==> src/rtl/led_row_serializer.sv <==
// Serializes one pixel row per valid/ready handshake onto din/dclk/strobe for the LED matrix driver.
// Define LED_SER_LSB_FIRST_EN to send row_data[0] first instead of the MSB.
module led_row_serializer #(
   parameter int COLS = 8,
   parameter int ROWS = 8,
   parameter int DIV  = 2
) (
   input  logic                     clk,
   input  logic                     rst,
   input  logic [COLS-1:0]          row_data,
   input  logic [4:0]               row_blank,
   input  logic                     row_valid,
   output logic                     row_ready,
   output logic                     din,
   output logic                     dclk,
   output logic                     strobe,
   output logic [4:0]               blankt,
   output logic [$clog2(ROWS)-1:0]  row_idx,
   output logic                     frame_done
);

   localparam int BW = $clog2(COLS);
   localparam int DW = (DIV > 1) ? $clog2(DIV) : 1;
   localparam int RW = $clog2(ROWS);
   localparam logic [DW-1:0] DIV_LAST = DW'(DIV - 1);
   localparam logic [BW-1:0] BIT_LAST = BW'(COLS - 1);
   localparam logic [RW-1:0] ROW_LAST = RW'(ROWS - 1);

   typedef enum logic [1:0] {IDLE, LOW, HIGH, STROBE} state_t;

   state_t          state, state_next;
   logic [COLS-1:0] sr, sr_next, sr_shift;
   logic [BW-1:0]   bit_cnt, bit_next;
   logic [DW-1:0]   div_cnt, div_next;
   logic [RW-1:0]   row_next;
   logic [4:0]      blank_next;
   logic            din_next, dclk_next, strobe_next, fd_next;
   logic            load_bit, cur_bit, next_bit;
   logic            div_last;

   // Bit-order selection: which row_data bit leads, and which sr bit follows a shift
`ifdef LED_SER_LSB_FIRST_EN
   assign load_bit = row_data[0];
   assign cur_bit  = sr[0];
   assign next_bit = sr[1];
   assign sr_shift = {1'b0, sr[COLS-1:1]};
`else
   assign load_bit = row_data[COLS-1];
   assign cur_bit  = sr[COLS-1];
   assign next_bit = sr[COLS-2];
   assign sr_shift = {sr[COLS-2:0], 1'b0};
`endif

   assign div_last  = (div_cnt == DIV_LAST);
   assign row_ready = (state == IDLE) && !rst;

   always_ff @(posedge clk) begin
      if (rst) begin
         state      <= IDLE;
         sr         <= '0;
         bit_cnt    <= '0;
         div_cnt    <= '0;
         row_idx    <= '0;
         blankt     <= '0;
         din        <= 1'b0;
         dclk       <= 1'b0;
         strobe     <= 1'b0;
         frame_done <= 1'b0;
      end else begin
         state      <= state_next;
         sr         <= sr_next;
         bit_cnt    <= bit_next;
         div_cnt    <= div_next;
         row_idx    <= row_next;
         blankt     <= blank_next;
         din        <= din_next;
         dclk       <= dclk_next;
         strobe     <= strobe_next;
         frame_done <= fd_next;
      end
   end

   // Outputs are computed one cycle ahead so the pins come straight from flops
   always_comb begin
      state_next  = state;
      sr_next     = sr;
      bit_next    = bit_cnt;
      div_next    = div_cnt;
      row_next    = row_idx;
      blank_next  = blankt;
      din_next    = din;
      dclk_next   = dclk;
      strobe_next = 1'b0;
      fd_next     = 1'b0;
      case (state)
         IDLE: begin
            if (row_valid) begin
               sr_next    = row_data;
               blank_next = row_blank;
               bit_next   = '0;
               div_next   = '0;
               din_next   = load_bit;
               dclk_next  = 1'b0;
               state_next = LOW;
            end
         end
         LOW: begin
            din_next = cur_bit;
            if (div_last) begin
               div_next   = '0;
               dclk_next  = 1'b1;
               state_next = HIGH;
            end else begin
               div_next = div_cnt + 1'b1;
            end
         end
         HIGH: begin
            din_next = cur_bit;
            if (div_last) begin
               div_next  = '0;
               dclk_next = 1'b0;
               if (bit_cnt == BIT_LAST) begin
                  din_next    = 1'b0;
                  strobe_next = 1'b1;
                  state_next  = STROBE;
               end else begin
                  sr_next    = sr_shift;
                  bit_next   = bit_cnt + 1'b1;
                  din_next   = next_bit;
                  state_next = LOW;
               end
            end else begin
               div_next = div_cnt + 1'b1;
            end
         end
         STROBE: begin
            din_next    = 1'b0;
            dclk_next   = 1'b0;
            strobe_next = 1'b1;
            if (div_last) begin
               div_next    = '0;
               strobe_next = 1'b0;
               row_next    = (row_idx == ROW_LAST) ? '0 : row_idx + 1'b1;
               fd_next     = (row_idx == ROW_LAST);
               state_next  = IDLE;
            end else begin
               div_next = div_cnt + 1'b1;
            end
         end
         default: state_next = IDLE;
      endcase
   end

endmodule

==> config.mk <==
export PLATFORM = sky130hd
export DESIGN_NAME = led_row_serializer
export DESIGN_NICKNAME = d
export VERILOG_FILES = /design/src/rtl/led_row_serializer.sv
export SDC_FILE = /design/constraint.sdc
export NUM_CORES = 1
export LEC_CHECK = 0
export ABC_AREA = 1
export ABC_CLOCK_PERIOD_IN_PS = 3600
export CAP_MARGIN = 20
export CORE_MARGIN = 1
export CORE_UTILIZATION = 52
export CTS_CLUSTER_SIZE = 25
export DETAILED_ROUTE_END_ITERATION = 8
export PLACE_DENSITY = 0.92
export REMOVE_ABC_BUFFERS = 1
export SETUP_SLACK_MARGIN = 0.02
export SLEW_MARGIN = 25
export SYNTH_ARGS = -nofsm -noshare
export SYNTH_HDL_FRONTEND = slang
export SYNTH_SLANG_ARGS = --single-unit
==> constraint.sdc <==
create_clock -name clk -period 3.6 [get_ports clk]
set_clock_uncertainty 0.2 [all_clocks]
set_input_delay 0.72 -clock clk [delete_from_list [all_inputs] [get_ports clk]]
set_output_delay 0.72 -clock clk [all_outputs]
set_load 0.02 [all_outputs]
==> summary.txt <==
Run status
  – Status: finished, final reports clean

Synthesis
  – Gate Count Post-Synth: 174
  – Synth cell count leaders: nor2_1, nand2_1, dfxtp_1
  – Flops & latches, synth: 26
  – Number of flops mapped to enable cells by yosys: 0
  – Post-synthesis sequential area ratio: 0.412
  – Top-count cell post-synth: nor2_1
  – Largest cells by area after synthesis: dfxtp_1, nor2_1, nand2_1
  – Share of the synthesized area in the top cell type: 0.412
  – Syn Area/Cell: 7.26 sq um
  – Synthesized area: 0.00126 sq mm
  – YS warnings: 0
  – Top FF cell, synth: dfxtp_1
  – Cell taking the most area after synthesis: dfxtp_1
  – Synth unique cells: 23
  – Async set-or-reset flop fraction in the synthesized netlist: 0

STA
  – Hold Fails Final Rpt: 0
  – Final Cycle Share: 0.824
  – FMAX: 337 MHz
  – Min cycle time layout: 2970 ps
  – Fin. max-slew vios: 0
  – RSZ-0062 raised after global routing: no
  – Slew HR: 0.636
  – Final TNS setup: 0 ps
  – Final Setup Violations: 0
  – Least-Margin Pin Slew: around 550 ps

Layout
  – Fraction of layout cells with a size suffix above 1: 0.0704
  – Fillers: 186
  – Final core occ: 0.704
  – Area Growth Syn to Fin: 25.6%
  – Cell area after layout: 0.00159 sq mm
  – Nets: 220
  – ANT cells: 0
  – Final std cells w/o fill: between 200 and 250

Worst setup path
  – CP cell instances: clkdlybuf4s50_1, nor2_1, clkdlybuf4s50_1
  – FF-to-FF End: bit_cnt[0]$_SDFFE_PP0P_
  – R2r setup slk: 1910 ps
  – RR Startpoint: bit_cnt[0]$_SDFFE_PP0P_
  – CP Data Arrival Time: 2050 ps
  – Critical-path cell with the highest stage delay: clkdlybuf4s50_1
  – Crit-path leading delay family: buffers and inverters
  – Worst Setup SP: rst
  – Data required time of the worst path: 2680 ps
  – Startpoint Class: input port
  – Buf/Inv on CP: 2
  – Crit path top cell by count: clkdlybuf4s50_1
  – Crit path depth: 3
  – Crit-path max cell delay: approximately 610 ps
  – R2R cell count: 7
  – Worst Path Max Fanout: 8
  – Critical path class: input port to output port
  – Worst setup path end: row_ready
  – Worst setup EP type: output port

CTS
  – H-tree depth: 1
  – Clk sinks: 26
  – Clock transition at path regs: 150 ps
  – Postcts setup bufs: 0
  – CTS tree: built
  – CTS root buf: clkbuf_4
  – CTS Hold Buffers Added: 0
  – Clock Latency Late Sink: 330 ps
  – # resized after CTS: 0
  – Total CTS buffers: 3
  – Clk buf depth: 2

Detailed routing
  – Drt pass-1 iters: 4
  – Vias per std cell: around 5.2
  – Drt total wl: 2700 um
  – Routed Antenna Nets: 0
  – DR iter-0 viols: 25
  – Vias: 1184
  – DRC violations left: 0
  – Avg WL per Cell: 11.9 um

Floorplan
  – Starting Density: 0.560
  – Top Ports: 29
  – Die H: 51.3 um
  – Std-Cell Rows: 17
  – Die Footprint: about 0.0026 sq mm
  – Die width: 51.3 um
  – Core area: 0.00225 sq mm

GRT
  – Initial antenna violation count: 0
  – Grt ovf: 0
  – First-pass GRT wire length: between 4000 and 5000 um
  – Largest net degree at the start of global routing: 21
  – Vias in the first global route: about 1100
  – Tot GR Track Use: 0.229

Placement
  – DP Area: 0.00154 sq mm
  – RePlAce Congestion: 0.832
  – DP Wirelength: 1990 um
  – Post-placement cell count: 223
  – Port bufs: 28

Power and ir drop
  – Clock network fraction of total power: 0.240
  – Peak VDD IR: 0.371 mV
  – Internal power: 554 uW
  – Leakage: 0.701 nW
  – P_sw: 291 uW
  – Gate power share: 0.330
  – Power per cell area: 533 mW/mm^2
  – Switching Share: 0.345
  – Sequential share of power: 0.431

Flow run
  – # Max-Cap Violations: 0

Min path
  – HP Class: flop to flop
==> cells in the final DEF (no fill, tap or decap), drive strengths merged <==
cell type / synthesis / routed
nand2: 34 / 34
clkdlybuf4s50: 0 / 28
a21oi: 10 / 10
nor3: 1 / 1
inv: 19 / 19
nand3b: 2 / 2
nor2: 37 / 37
nand3: 15 / 15
a211oi: 1 / 1
o21ai: 18 / 18
dfxtp: 26 / 26
ha: 4 / 4
clkbuf: 4 / 3
bufinv: 0 / 1
==> layout make-up <==
class	count	area, sq um	area share
clock buffers	3	22.5	0.0142
multi-input cells	122	626	0.394
well taps	28	35.0	0.0221
repair buffers	28	280	0.177
clock inverters	1	30.0	0.0189
flip-flops and latches	26	520	0.328
inverters	19	73.8	0.0465
==> cells by family (layout without fill, tap and decap cells) <==
group	after synthesis	count (layout)	share of synthesized area
compound gates	29	29	0.120
fa+ha+maj	4	4	0.0396
simple gates	89	89	0.336
flops	26	26	0.412
buf+inv	26	51	0.0931
==> registers in the layout (all words and copies together) (netlist names) <==
register    cells
strobe          1
div_cnt         1
sr              8
row_idx         3
bit_cnt         3
blankt          5
frame_done      1
dclk            1
din             1
state           2
==> per-stage QoR <==
stage	setup WS (ps)	power, mW	hold slack (ps)
finish	633	0.846	292
global route	563	0.896	308
CTS	647	0.850	294
detailed placement	649	0.648	274
global placement	663	0.635	252
floorplan	1670	0.557	251
==> power by group through the flow <==
| stage | sequential, mW | clock [mW] | combinational (mW) |
|---|---|---|---|
| 2_1_floorplan | 0.381 | 0 | 0.175 |
| 5_1_grt | 0.369 | 0.215 | 0.312 |
| 3_5_place_dp | 0.370 | 0 | 0.277 |
| 4_1_cts | 0.364 | 0.205 | 0.281 |
| 3_3_place_gp | 0.367 | 0 | 0.268 |
| 6_report | 0.364 | 0.203 | 0.279 |
==> worst min-delay path: cells and delay by family (launching register included) <==
kind                   cells  cell delay [ps]
buffers and inverters      1               60
flip-flops                 1              360
AO/OA/AOI/OAI              1               50
==> worst min path at each step <==
stage                                       start                      end  slack, ps  cells past startpoint
after global placement    row_idx[1]$_SDFFE_PP0N_  row_idx[1]$_SDFFE_PP0N_        250                      2
after detailed placement  row_idx[2]$_SDFFE_PP0N_  row_idx[2]$_SDFFE_PP0N_        270                      2
after floorplan                sr[0]$_SDFFE_PP0P_       sr[0]$_SDFFE_PP0P_        250                      2
after global routing      row_idx[2]$_SDFFE_PP0N_  row_idx[2]$_SDFFE_PP0N_        310                      2
after CTS                 row_idx[2]$_SDFFE_PP0N_  row_idx[2]$_SDFFE_PP0N_        290                      2
final                     row_idx[1]$_SDFFE_PP0N_  row_idx[1]$_SDFFE_PP0N_        290                      2
==> layer usage <==
layer	routed length [um]	global-route usage	vias up
met5	0	0	-
met4	34	0.0991	0
met2	1460	0.439	26
met1	1110	0.242	547
li1	-	-	606
met3	102	0.0387	5
Power figures use the tool's default switching activity.
